<file path="src/rtl/branch_pkg.sv">
// Shared types and next-PC helper for the branch resolution unit.
// The prediction entry width is fixed here; the top's DATA_WIDTH defaults to it.
package branch_pkg;

  localparam int BR_DATA_W = 32;
  localparam logic [BR_DATA_W-1:0] PC_INC = BR_DATA_W'(4);

  typedef struct packed {
    logic [BR_DATA_W-1:0] pc;
    logic                 hit;
    logic                 pred;
    logic [BR_DATA_W-1:0] target;
  } pred_entry_t;

  // Sequential fall-through wraps modulo 2^BR_DATA_W.
  function automatic logic [BR_DATA_W-1:0] next_pc(
    input logic                 take,
    input logic [BR_DATA_W-1:0] pc,
    input logic [BR_DATA_W-1:0] target
  );
    return take ? target : pc + PC_INC;
  endfunction

endpackage

</file>
<file path="src/rtl/pred_queue.sv">
// In-order FIFO of fetch-time predictions with a single-cycle flush.
// Head is a combinational read of the oldest entry.
module pred_queue
  import branch_pkg::*;
#(
  parameter int DEPTH = 4
) (
  input  logic        clk,
  input  logic        rstn,
  input  logic        i_push,
  input  logic        i_pop,
  input  logic        i_flush,
  input  pred_entry_t i_wr_entry,
  output pred_entry_t o_head,
  output logic        o_full,
  output logic        o_empty
);

  localparam int PTR_W = (DEPTH > 1) ? $clog2(DEPTH) : 1;

  pred_entry_t      r_mem [DEPTH];
  logic [PTR_W-1:0] r_wr_ptr;
  logic [PTR_W-1:0] r_rd_ptr;
  logic [PTR_W:0]   r_count;

  logic w_push_ok;
  logic w_pop_ok;

  assign o_full    = (r_count == (PTR_W+1)'(DEPTH));
  assign o_empty   = (r_count == '0);
  assign w_pop_ok  = i_pop && !o_empty;
  // A push into a full queue is legal when the head leaves in the same cycle.
  assign w_push_ok = i_push && (!o_full || w_pop_ok);
  assign o_head    = r_mem[r_rd_ptr];

  always_ff @(posedge clk or negedge rstn) begin
    if (!rstn) begin
      r_wr_ptr <= '0;
      r_rd_ptr <= '0;
      r_count  <= '0;
    end else if (i_flush) begin
      r_wr_ptr <= '0;
      r_rd_ptr <= '0;
      r_count  <= '0;
    end else begin
      if (w_push_ok) r_wr_ptr <= r_wr_ptr + PTR_W'(1);
      if (w_pop_ok)  r_rd_ptr <= r_rd_ptr + PTR_W'(1);
      if (w_push_ok && !w_pop_ok)
        r_count <= r_count + (PTR_W+1)'(1);
      else if (!w_push_ok && w_pop_ok)
        r_count <= r_count - (PTR_W+1)'(1);
    end
  end

  // Storage carries no reset; validity is tracked by the pointers and count.
  always_ff @(posedge clk) begin
    if (w_push_ok && !i_flush) r_mem[r_wr_ptr] <= i_wr_entry;
  end

endmodule

</file>
<file path="src/rtl/branch_resolution_unit.sv">
// Resolves in-flight branch predictions in EX, drives predictor/BTB updates,
// raises a one-cycle fetch redirect on mispredict and keeps statistics.
module branch_resolution_unit
  import branch_pkg::*;
#(
  parameter int DATA_WIDTH  = BR_DATA_W,
  parameter int QUEUE_DEPTH = 4,
  parameter int CNT_WIDTH   = 32
) (
  input  logic                  clk,
  input  logic                  rstn,
  input  logic                  fetch_valid,
  input  logic [DATA_WIDTH-1:0] fetch_pc,
  input  logic                  fetch_hit,
  input  logic                  fetch_pred,
  input  logic [DATA_WIDTH-1:0] fetch_target,
  output logic                  queue_full,
  input  logic                  resolve_valid,
  input  logic                  resolve_is_cond,
  input  logic                  resolve_is_jump,
  input  logic                  resolve_taken,
  input  logic [DATA_WIDTH-1:0] resolve_target,
  output logic                  update_predictor,
  output logic                  update_btb,
  output logic                  actually_taken,
  output logic [DATA_WIDTH-1:0] resolved_pc,
  output logic [DATA_WIDTH-1:0] resolved_pc_target,
  output logic                  redirect_valid,
  output logic [DATA_WIDTH-1:0] redirect_pc,
  output logic [CNT_WIDTH-1:0]  branch_count,
  output logic [CNT_WIDTH-1:0]  mispredict_count,
  output logic                  underflow_err
);

  pred_entry_t w_wr_entry;
  pred_entry_t w_head;
  logic        w_empty;
  logic        w_full;
  logic        w_pop;
  logic        w_push;
  logic        w_act_taken;
  logic        w_flush;
  logic        w_is_branch;
  logic [DATA_WIDTH-1:0] w_pred_next;
  logic [DATA_WIDTH-1:0] w_act_next;

  logic                  r_update_predictor;
  logic                  r_update_btb;
  logic                  r_actually_taken;
  logic [DATA_WIDTH-1:0] r_resolved_pc;
  logic [DATA_WIDTH-1:0] r_resolved_pc_target;
  logic                  r_redirect_valid;
  logic [DATA_WIDTH-1:0] r_redirect_pc;
  logic [CNT_WIDTH-1:0]  r_branch_count;
  logic [CNT_WIDTH-1:0]  r_mispredict_count;
  logic                  r_underflow_err;

  assign w_wr_entry = '{pc: fetch_pc, hit: fetch_hit, pred: fetch_pred, target: fetch_target};

  pred_queue #(
    .DEPTH (QUEUE_DEPTH)
  ) u_pred_queue (
    .clk        (clk),
    .rstn       (rstn),
    .i_push     (w_push),
    .i_pop      (w_pop),
    .i_flush    (w_flush),
    .i_wr_entry (w_wr_entry),
    .o_head     (w_head),
    .o_full     (w_full),
    .o_empty    (w_empty)
  );

  assign w_pop       = resolve_valid && !w_empty;
  assign w_is_branch = resolve_is_cond || resolve_is_jump;
  assign w_act_taken = resolve_is_jump || (resolve_is_cond && resolve_taken);
  assign w_pred_next = next_pc(w_head.hit && w_head.pred, w_head.pc, w_head.target);
  assign w_act_next  = next_pc(w_act_taken, w_head.pc, resolve_target);
  // Any disagreement flushes, including a taken BTB alias on a non-branch.
  assign w_flush     = w_pop && (w_pred_next != w_act_next);
  // Fetches in the detection and redirect cycles are wrong-path and dropped.
  assign w_push      = fetch_valid && (!w_full || w_pop) && !w_flush && !r_redirect_valid;

  always_ff @(posedge clk or negedge rstn) begin
    if (!rstn) begin
      r_update_predictor   <= 1'b0;
      r_update_btb         <= 1'b0;
      r_actually_taken     <= 1'b0;
      r_resolved_pc        <= '0;
      r_resolved_pc_target <= '0;
      r_redirect_valid     <= 1'b0;
      r_redirect_pc        <= '0;
      r_branch_count       <= '0;
      r_mispredict_count   <= '0;
      r_underflow_err      <= 1'b0;
    end else begin
      r_update_predictor <= w_pop && resolve_is_cond;
      r_update_btb       <= w_pop && w_act_taken;
      r_actually_taken   <= w_pop && w_act_taken;
      r_redirect_valid   <= w_flush;
      if (w_pop) begin
        r_resolved_pc        <= w_head.pc;
        r_resolved_pc_target <= resolve_target;
      end
      if (w_flush) r_redirect_pc <= w_act_next;
      if (resolve_valid && w_empty) r_underflow_err <= 1'b1;
      // Statistics saturate rather than wrap.
      if (w_pop && w_is_branch && (r_branch_count != '1))
        r_branch_count <= r_branch_count + CNT_WIDTH'(1);
      if (w_flush && (r_mispredict_count != '1))
        r_mispredict_count <= r_mispredict_count + CNT_WIDTH'(1);
    end
  end

  assign queue_full         = w_full;
  assign update_predictor   = r_update_predictor;
  assign update_btb         = r_update_btb;
  assign actually_taken     = r_actually_taken;
  assign resolved_pc        = r_resolved_pc;
  assign resolved_pc_target = r_resolved_pc_target;
  assign redirect_valid     = r_redirect_valid;
  assign redirect_pc        = r_redirect_pc;
  assign branch_count       = r_branch_count;
  assign mispredict_count   = r_mispredict_count;
  assign underflow_err      = r_underflow_err;

endmodule

</file>
<file path="config.mk">
export PLATFORM = sky130hd
export DESIGN_NAME = branch_resolution_unit
export DESIGN_NICKNAME = d
export VERILOG_FILES = /design/src/rtl/branch_pkg.sv /design/src/rtl/pred_queue.sv /design/src/rtl/branch_resolution_unit.sv
export SDC_FILE = /design/constraint.sdc
export NUM_CORES = 1
export LEC_CHECK = 0
export BUFFER_PORTS_ARGS = -buffer_cell sky130_fd_sc_hd__buf_2
export CAP_MARGIN = 20
export CORE_MARGIN = 2
export CORE_UTILIZATION = 55
export CTS_CLUSTER_DIAMETER = 60
export DETAILED_ROUTE_END_ITERATION = 10
export PLACE_DENSITY = 0.77
export SLEW_MARGIN = 20
export SYNTH_ARGS = -nofsm -noshare
export SYNTH_HDL_FRONTEND = slang
export SYNTH_SLANG_ARGS = --single-unit
</file>
<file path="constraint.sdc">
create_clock -name clk -period 16.9 [get_ports clk]
set_input_delay 3.38 -clock clk [delete_from_list [all_inputs] [get_ports clk]]
set_output_delay 3.38 -clock clk [all_outputs]
set_load 0.02 [all_outputs]
</file>
==> impl_metrics.yaml, run 1 <==
placed_design:
  io_buffers: 270
  place_hpwl_um: 35800
  dp_cells: 2145
  gp_congestion: 0.971
critical_path:
  worstPathCellList: "buf_2, a21o_1, nand3_1, o211a_1, o21ai_0, o211a_1, nand3_1, a2111oi_2, o211ai_1, o21ai_4, buf_4, and2_1, ha_1, fa_1, nor2_1, a21oi_1, nor2_1"
  path_max_fanout: 91
  max_stage_delay_ns: 0.76
  cp.required_ns: 17.38
  critPathKind: "in -> reg"
  start_kind: "input pin"
  worstPathArrival_ns: 7.85
  endpoint_kind: "register"
  crit_slowest_cell: "a21o_1"
cts:
  clock_tree.root_cell: "clkbuf_16"
  cts_setup_buffers: 0
  postCtsResizedCells: 0
  cts_tree: "built"
  clk_pin_slew_worst_paths_ns: 0.06
  cts_made_buffers: 45
  h-tree-depth: 2
  holdBufCountCts: 0
  clockBufferDepth: 3
  clkLatencyLatePin_ns: 0.56
  clock-sinks: 435
finish:
  post_route_cells_drive_above_1_share_pct: 25.8
  final_common_cell: "buf_2"
  regArea_um2: 12200
  multi_input_comb_area_um2: 6860
  nNetsFinal: 1851
  final_cells: 2230
  layout_common_cells: "buf_2, edfxtp_1, nand2_1, dfrtp_1, xnor2_1"
  syn_to_final_growth_pct: 15.8
  fill_cells: 2568
  utilization_pct: 65.1
job:
  cap_violations: 0
timing:
  finClkSkew_ns: 0.0248
  fmax_mhz: 136
  setup_violations: 0
  finalCritPeriodShare_pct: 43.6
  worstMarginPinSlew_ns: 1.05
  rsz0062_at_grt: "false"
  relSlewSlack_pct: 30.2
  fin_crit_ns: 7.38
  drv_slew: 0
  finalSetupTns_ns: 0
  hold_viol: 0
drt:
  routed_via_density: 5.97
  route.vias.total: 13313
  routedWlPerCell_um: 23.3
  drc: 0
  antenna_left: 0
  drt_iter0_markers: 1064
  wl_um: 52000
  drt_pass1_iterations: 8
global_routing:
  grt_overflow: 0
  grt_max_degree: 92
  first_global_vias: 12864
  grt_pass1_wl_um: 76900
  antenna_found_initial: 4
  grt_usage_pct: 28.0
pwr:
  peakVddDrop_v: 0.000119
  p_per_area_nw_per_um2: 148
  total_power_mw: 3.34
  p_leak_nw: 9.04
logic_synthesis:
  synth_flop_cell: "edfxtp_1"
  yosys.area.top_type: "edfxtp_1"
  synth_edf_count: 264
  synthesis.instances: 1477
  syn_area_um2: 19500
  yosysSeqAreaShare_pct: 62.6
  yosys.area.top_type_share_pct: 40.6
  synth-warning-count: 0
  syn_nets: 1591
  synth_cell_types: 73
  avgSynthCellArea_um2: 13.2
  ys_ff_latch: 435
  synth-async-reset-ratio_pct: 39.3
  synth.area.top_cells: "edfxtp_1, dfrtp_1, mux4_2, nand2_1, xnor2_1"
worst_hold_path:
  hold_path.class: "reg -> reg"
floorplan:
  fp.dieW_um: 192
  die-area_um2: 37000
  rows: 68
  start_util_pct: 56.2
  die-height_um: 192
  core_um2: 34700
  pin_count: 271
run_status:
  outcome: "finished, final reports clean"
[path summary, 6_finish.rpt]
kind	slack, ns	to	depth (start not counted)	startpoint
max in group asynchronous	12.15	u_pred_queue.r_rd_ptr[0]$_DFFE_PN0P_	3	rstn
setup / recovery	9.52	u_pred_queue.r_count[1]$_DFFE_PN0P_	17	resolve_is_cond
min in group asynchronous	2.84	mispredict_count[16]$_DFFE_PN0P_	1	rstn
hold / removal	0.46	underflow_err$_DFFE_PN0P_	1	underflow_err$_DFFE_PN0P_
setup reg to reg	9.81	u_pred_queue.r_count[1]$_DFFE_PN0P_	18	u_pred_queue.r_rd_ptr[0]$_DFFE_PN0P_
hold reg to reg	0.46	underflow_err$_DFFE_PN0P_	1	underflow_err$_DFFE_PN0P_
[routing by layer]
layer / vias up / track usage [%] / wire length, um
met5: - / 0 / 0
met4: 0 / 10.5 / 1900
met3: 109 / 5.13 / 4750
met2: 647 / 45.7 / 24900
met1: 6596 / 37.9 / 20500
li1: 5961 / - / -
[worst max-delay path, delay by kind of cell]
family / cells / cell delay, ns
compound gates: 8 / 2.27
simple gates: 5 / 0.64
fa+ha+maj: 2 / 0.64
buf+inv: 2 / 0.89
[where the power goes]
part	internal, mW	leakage, nW	switching (mW)
clock	0.525	0.678	0.402
sequential	1.35	4.52	0.118
combinational	0.307	3.84	0.634
[registers in the layout, indices dropped and copies added (netlist names)]
name / flops
u_pred_queue.r_count: 3
u_pred_queue.r_mem: 264
resolved_pc_target: 32
resolved_pc: 32
u_pred_queue.r_wr_ptr: 2
u_pred_queue.r_rd_ptr: 2
branch_count: 32
update_predictor: 1
redirect_pc: 32
mispredict_count: 32
redirect_valid: 1
actually_taken: 1
underflow_err: 1
[cells by family after synthesis]
logic type | synth area share, %
AOI/OAI and AO/OA | 5.74
xor gates and xnor gates | 7.17
adders and majority gates | 0.616
buffers and inverters | 2.38
DFF | 62.6
muxes | 8.54
and+or+nand+nor | 13.0
[synthesized netlist by cell type, drive strengths merged, types with 23 or more instances]
cell type  number
edfxtp        264
nand4          31
nor3           38
nor2           74
clkbuf         30
xor2           60
nand3          50
inv            23
xnor2          92
mux4           66
dfrtp         171
a21oi          26
o21ai          41
and3           28
nand2         248
buf            42
[stage by stage]
| step | area (um^2) | hold WS [ns] | worst slack, ns |
|---|---|---|---|
| 6_report | 22600 | 0.457 | 9.52 |
| 5_1_grt | 22600 | 0.467 | 9.22 |
| 3_5_place_dp | 21200 | 0.445 | 9.08 |
| 2_1_floorplan | 19500 | 0.503 | 9.41 |
| 3_3_place_gp | 21200 | 0.441 | 9.22 |
| 4_1_cts | 22600 | 0.459 | 9.63 |
[final cells by class]
cell class	instances	area share, %
Antenna cell	3	0.0332
Clock buffer	58	5.38
Clock inverter	24	0.726
Inverter	23	0.382
Multi-Input combinational cell	947	30.4
Sequential cell	435	54.1
Tap cell	455	2.52
Timing Repair Buffer	285	6.51
Power figures use the tool's default switching activity.
==> inputs of run 2 (changes only) <==
--- a/config.mk
+++ b/config.mk
@@ -8,10 +8,10 @@
 export BUFFER_PORTS_ARGS = -buffer_cell sky130_fd_sc_hd__buf_2
 export CAP_MARGIN = 20
 export CORE_MARGIN = 2
-export CORE_UTILIZATION = 55
+export CORE_UTILIZATION = 52
 export CTS_CLUSTER_DIAMETER = 60
 export DETAILED_ROUTE_END_ITERATION = 10
-export PLACE_DENSITY = 0.77
+export PLACE_DENSITY = 0.76
 export SLEW_MARGIN = 20
 export SYNTH_ARGS = -nofsm -noshare
 export SYNTH_HDL_FRONTEND = slang
==> constraint.sdc (replaced) <==
create_clock -name clk -period 6.7 [get_ports clk]
set_input_delay 1.34 -clock clk [delete_from_list [all_inputs] [get_ports clk]]
set_output_delay 1.34 -clock clk [all_outputs]
set_load 0.02 [all_outputs]
==> run 2 against run 1 <==
  * Global-route usage is 0.56 points lower
  * Die area up 5.6%
  * Critical path depth down 2
  * Combinational power rose to 2.6 times the previous value
  * Highest routed layer is now met5
==> impl_metrics.yaml, run 2 (same netlist as run 1, synthesis figures left out) <==
finish:
  largest_reg_flops: 264
  layout_common_cells: "buf_2, edfxtp_1, nand2_1, dfrtp_1, xnor2_1"
  syn_to_final_growth_pct: 17.5
  post_route_cells_drive_above_1_share_pct: 26.6
  nNetsFinal: 1865
  final_cells: 2260
  max_flop_register: "u_pred_queue.r_mem"
  final_common_cell: "buf_2"
critical_path:
  ff2ff_setup_slack_ns: 0.93
  rr_startpoint: "u_pred_queue.r_rd_ptr[0]$_DFFE_PN0P_"
  cp.required_ns: 7.16
  cp_num_buf_inv: 2
  critPathLaunch: "u_pred_queue.r_rd_ptr[0]$_DFFE_PN0P_"
  start_kind: "register"
  cp.depth: 15
  r2r_end: "mispredict_count[1]$_DFFE_PN0P_"
  crit_end: "mispredict_count[1]$_DFFE_PN0P_"
  worstPathCellList: "mux4_2, ha_1, nand4_1, nor3_2, buf_4, nand3_1, xor2_1, a211oi_1, or3_1, o41ai_1, o211ai_1, o21ai_4, buf_4, nor2_1, mux2_1"
  critPathTopFamily: "compound AO/OA/AOI/OAI gates"
  crit_slowest_cell: "mux4_2"
  max_stage_delay_ns: 0.73
  reg2reg_depth: 15
  critPathKind: "reg -> reg"
  path_max_fanout: 68
  worstPathArrival_ns: 6.22
  endpoint_kind: "register"
  cpMostUsedCell: "buf_4"
timing:
  fin_crit_ns: 5.77
  hold_viol: 0
  fmax_mhz: 173
  rsz0062_at_grt: "false"
  setup_violations: 0
  finalCritPeriodShare_pct: 86.1
  worstMarginPinSlew_ns: 0.826
  finClkSkew_ns: 0.0149
  finalSetupTns_ns: 0
  relSlewSlack_pct: 44.8
  drv_slew: 0
floorplan:
  start_util_pct: 53.0
  die-area_um2: 39100
  pin_count: 271
  rows: 70
  die-height_um: 198
  fp.dieW_um: 198
  core_um2: 36800
pwr:
  p_clk_share_pct: 30.5
  p_per_area_nw_per_um2: 384
  p_sw_share_pct: 34.0
  p_leak_nw: 9.21
  intPower_mw: 5.81
  combPwrFrac_pct: 27.3
  peakVddDrop_v: 0.000244
  power_switching_mw: 2.99
  seqPwrFrac_pct: 42.2
cts:
  holdBufCountCts: 0
  postCtsResizedCells: 0
  clkLatencyLatePin_ns: 0.58
  clockBufferDepth: 3
  h-tree-depth: 2
  cts_made_buffers: 48
  clock_tree.root_cell: "clkbuf_16"
  cts_setup_buffers: 0
  cts_tree: "built"
  clock-sinks: 435
  clk_pin_slew_worst_paths_ns: 0.06
placed_design:
  dp_cells: 2169
  gp_congestion: 0.944
  place_hpwl_um: 37900
  io_buffers: 270
drt:
  drc: 0
  drt_iter0_markers: 1147
  routed_via_density: 5.97
  drt_pass1_iterations: 7
  wl_um: 53400
  antenna_left: 0
  routedWlPerCell_um: 23.6
  route.vias.total: 13503
global_routing:
  grt_pass1_wl_um: 79800
  use_met2_pct: 43.7
  top_usage_layer: "met2"
  grt_overflow: 0
  grt_use_met3_pct: 5.82
  grt_use_met1_pct: 37.7
  grt_max_degree: 69
  grt_usage_pct: 27.5
  first_global_vias: 13121
  antenna_found_initial: 6
run_status:
  outcome: "finished, final reports clean"
worst_hold_path:
  hold_path.class: "reg -> reg"
job:
  cap_violations: 0
==> run 2: layout make-up <==
class | instances | area, um^2
diodes | 5 | 12.5
clock buffers | 55 | 1240
clock inverters | 31 | 382
fillers | 2839 | 13900
inverters | 23 | 86.3
multi-input cells | 947 | 6860
flip-flops and latches | 435 | 12200
well taps | 468 | 586
repair buffers | 296 | 1550
==> run 2: worst min-delay path by stage <==
| stage | endpoint | cells after the start | from |
|---|---|---|---|
| floorplan | u_pred_queue.r_count[1]$_DFFE_PN0P_ | 2 | u_pred_queue.r_count[1]$_DFFE_PN0P_ |
| global placement | underflow_err$_DFFE_PN0P_ | 1 | underflow_err$_DFFE_PN0P_ |
| detailed placement | underflow_err$_DFFE_PN0P_ | 1 | underflow_err$_DFFE_PN0P_ |
| CTS | underflow_err$_DFFE_PN0P_ | 1 | underflow_err$_DFFE_PN0P_ |
| global route | redirect_pc[8]$_DFFE_PN0P_ | 1 | redirect_pc[8]$_DFFE_PN0P_ |
| finish | underflow_err$_DFFE_PN0P_ | 1 | underflow_err$_DFFE_PN0P_ |
==> run 2: metrics by stage <==
| step | power, mW | util, % | hold slack (ns) | cell area [um^2] | worst slack [ns] |
|---|---|---|---|---|---|
| after detailed placement | 6.14 | 57.9 | 0.443 | 21300 | 1.02 |
| after global routing | 9.19 | 62.3 | 0.473 | 22900 | 0.624 |
| after CTS | 8.84 | 62.3 | 0.456 | 22900 | 0.986 |
| after global placement | 6.08 | 57.9 | 0.451 | 21300 | 1.05 |
| final | 8.79 | 62.3 | 0.454 | 22900 | 0.934 |
| after floorplan | 5.23 | - | 0.503 | 19500 | 1.02 |
==> run 2: power groups by stage <==
stage	Sequential (mW)	Combinational [mW]	Clock [mW]
global route	3.77	2.59	2.83
floorplan	4.11	1.12	0
finish	3.71	2.40	2.68
CTS	3.71	2.40	2.73
detailed placement	3.75	2.39	0
global placement	3.73	2.35	0
==> run 2: layer usage <==
metal  wire [um]  vias up
met5          11        -
met4        1850        2
met3        4770      120
met2       25300      690
met1       21500     6709
li1            -     5982
==> inputs of run 3 (changes only) <==
--- a/config.mk
+++ b/config.mk
@@ -7,6 +7,7 @@
 export LEC_CHECK = 0
 export BUFFER_PORTS_ARGS = -buffer_cell sky130_fd_sc_hd__buf_2
 export CAP_MARGIN = 20
+export CORE_ASPECT_RATIO = 0.5
 export CORE_MARGIN = 2
 export CORE_UTILIZATION = 52
 export CTS_CLUSTER_DIAMETER = 60
==> run 3 against run 2 <==
  * Register-to-register slack improved by 0.07 ns
  * First-iteration DRC count rose by 41%
  * Critical endpoint is now u_pred_queue.r_mem[2][57]$_DFFE_PP_
  * Sequential power barely moved
  * Cell count rose by 0.62%
  * Clock skew rose by 0.0090 ns
  * Sequential share of layout area rose by 0.59 points
  * Global-route usage fell by 0.57 points
  * The flow now finishes with violations (DRC)
  * Via count fell by 0.33%
==> impl_metrics.yaml, run 3 (same netlist as run 1, synthesis figures left out) <==
timing:
  finalCritPeriodShare_pct: 85.1
  hold_viol: 0
  finalSetupTns_ns: 0
  hold_ws_ns: 0.468
  relSlewSlack_pct: 32.9
  fmax_mhz: 175
  rsz0062_at_grt: "false"
  drv_slew: 0
  fin_crit_ns: 5.70
  setup_violations: 0
  finClkSkew_ns: 0.0238
  worstMarginPinSlew_ns: 0.996
floorplan:
  die-height_um: 141
  core_um2: 37200
  die-area_um2: 39200
  rows: 50
  fp.dieW_um: 278
  pin_count: 271
  start_util_pct: 52.5
cts:
  clockBufferDepth: 3
  clock_tree.root_cell: "clkbuf_16"
  holdBufCountCts: 0
  clk_pin_slew_worst_paths_ns: 0.06
  clock-sinks: 435
  h-tree-depth: 2
  cts_tree: "built"
  clkLatencyLatePin_ns: 0.55
  cts_made_buffers: 40
  cts_setup_buffers: 0
  postCtsResizedCells: 0
placed_design:
  dp_cells: 2189
  io_buffers: 270
  place_hpwl_um: 36300
  gp_congestion: 0.963
pwr:
  p_clk_share_pct: 27.5
  p_per_area_nw_per_um2: 372
  intPower_mw: 5.51
  seqPwrFrac_pct: 43.9
  p_leak_nw: 9.06
  power_switching_mw: 2.91
  combPwrFrac_pct: 28.6
  peakVddDrop_v: 0.000206
  p_sw_share_pct: 34.6
drt:
  route.vias.total: 13458
  drc: 2
  wl_um: 52800
  routedWlPerCell_um: 23.2
  drt_pass1_iterations: 8
  antenna_left: 0
  drt_iter0_markers: 1616
  routed_via_density: 5.92
critical_path:
  path_max_fanout: 42
  cpMostUsedCell: "buf_4"
  max_stage_delay_ns: 0.77
  reg2reg_depth: 13
  r2r_end: "u_pred_queue.r_mem[2][57]$_DFFE_PP_"
  critPathTopFamily: "compound AO/OA/AOI/OAI gates"
  worstPathCellList: "buf_4, mux4_2, nand4_2, nor3_2, nand3_1, xnor2_1, o21ai_0, a221o_1, a2111oi_2, o211ai_1, o21ai_4, and3_2, buf_4"
  start_kind: "register"
  rr_startpoint: "u_pred_queue.r_rd_ptr[0]$_DFFE_PN0P_"
  cp.required_ns: 6.88
  critPathKind: "reg -> reg"
  ff2ff_setup_slack_ns: 1.00
  endpoint_kind: "register"
  worstPathArrival_ns: 5.88
  cp_num_buf_inv: 2
  crit_slowest_cell: "dfrtp_4"
global_routing:
  first_global_vias: 13150
  grt_max_degree: 109
  antenna_found_initial: 10
  grt_pass1_wl_um: 79700
  grt_overflow: 0
  grt_usage_pct: 26.9
finish:
  post_route_cells_drive_above_1_share_pct: 25.7
  fill_cells: 2873
  largest_reg_flops: 264
  nNetsFinal: 1852
  syn_to_final_growth_pct: 16.2
  final_common_cell: "buf_2"
  max_flop_register: "u_pred_queue.r_mem"
  final_cells: 2274
  layout_common_cells: "buf_2, edfxtp_1, nand2_1, dfrtp_1, xnor2_1"
worst_hold_path:
  hold_path.class: "reg -> reg"
  hold_path_end: "resolved_pc_target[21]$_DFFE_PN0P_"
  holdPathStages: 2
  min_from: "resolved_pc_target[21]$_DFFE_PN0P_"
job:
  cap_violations: 0
run_status:
  violations: "DRC"
  outcome: "complete, but fails checks"
run 3: area by class of cell:
class	instances	area [um^2]	share of cell area (%)
flip-flops and latches	435	12200	53.9
diodes	10	25.0	0.110
clock inverters	20	191	0.844
multi-input cells	947	6860	30.2
well taps	494	618	2.73
inverters	23	86.3	0.381
clock buffers	54	1140	5.01
repair buffers	291	1550	6.83
run 3: worst reg2reg max path: stages, from the launching register on:
cell and delay (ns):
dfrtp_4 0.77, buf_4 0.47, mux4_2 0.46, nand4_2 0.29, nor3_2 0.44, nand3_1 0.20, xnor2_1 0.34, o21ai_0 0.15
a221o_1 0.32, a2111oi_2 0.38, o211ai_1 0.26, o21ai_4 0.41, and3_2 0.28, buf_4 0.51
run 3: worst max path at each step:
stage	depth (start not counted)	start	slack [ns]	end
6_report	13	u_pred_queue.r_rd_ptr[0]$_DFFE_PN0P_	1.00	u_pred_queue.r_mem[2][57]$_DFFE_PP_
5_1_grt	13	u_pred_queue.r_rd_ptr[0]$_DFFE_PN0P_	0.59	mispredict_count[1]$_DFFE_PN0P_
4_1_cts	13	u_pred_queue.r_rd_ptr[0]$_DFFE_PN0P_	1.03	u_pred_queue.r_mem[2][52]$_DFFE_PP_
3_5_place_dp	13	u_pred_queue.r_rd_ptr[0]$_DFFE_PN0P_	1.02	u_pred_queue.r_mem[2][6]$_DFFE_PP_
3_3_place_gp	13	u_pred_queue.r_rd_ptr[0]$_DFFE_PN0P_	1.14	u_pred_queue.r_mem[3][6]$_DFFE_PP_
2_1_floorplan	16	u_pred_queue.r_rd_ptr[0]$_DFFE_PN0P_	1.02	u_pred_queue.r_mem[0][0]$_DFFE_PP_
run 3: through the flow:
stage	setup WS (ns)	util (%)	instance area, um^2	power (mW)
2_1_floorplan	1.02	-	19500	5.23
3_3_place_gp	1.14	57.3	21300	6.06
3_5_place_dp	1.02	57.3	21300	6.12
4_1_cts	1.03	60.9	22600	8.44
5_1_grt	0.591	61.0	22700	8.80
6_report	1.00	61.0	22700	8.43
run 3: power groups by stage:
stage | Clock (mW) | Sequential, mW | Combinational [mW]
2_1_floorplan | 0 | 4.11 | 1.12
3_3_place_gp | 0 | 3.71 | 2.35
3_5_place_dp | 0 | 3.73 | 2.39
4_1_cts | 2.35 | 3.69 | 2.40
5_1_grt | 2.46 | 3.75 | 2.59
6_report | 2.32 | 3.70 | 2.41
run 3: routing by layer:
metal  track usage, %  wire length (um)  up-vias
li1                 -                 -     5956
met1             37.5             21800     6749
met2             41.8             24300      624
met3             5.97              4670      127
met4             10.3              2000        2
met5                0                13        -
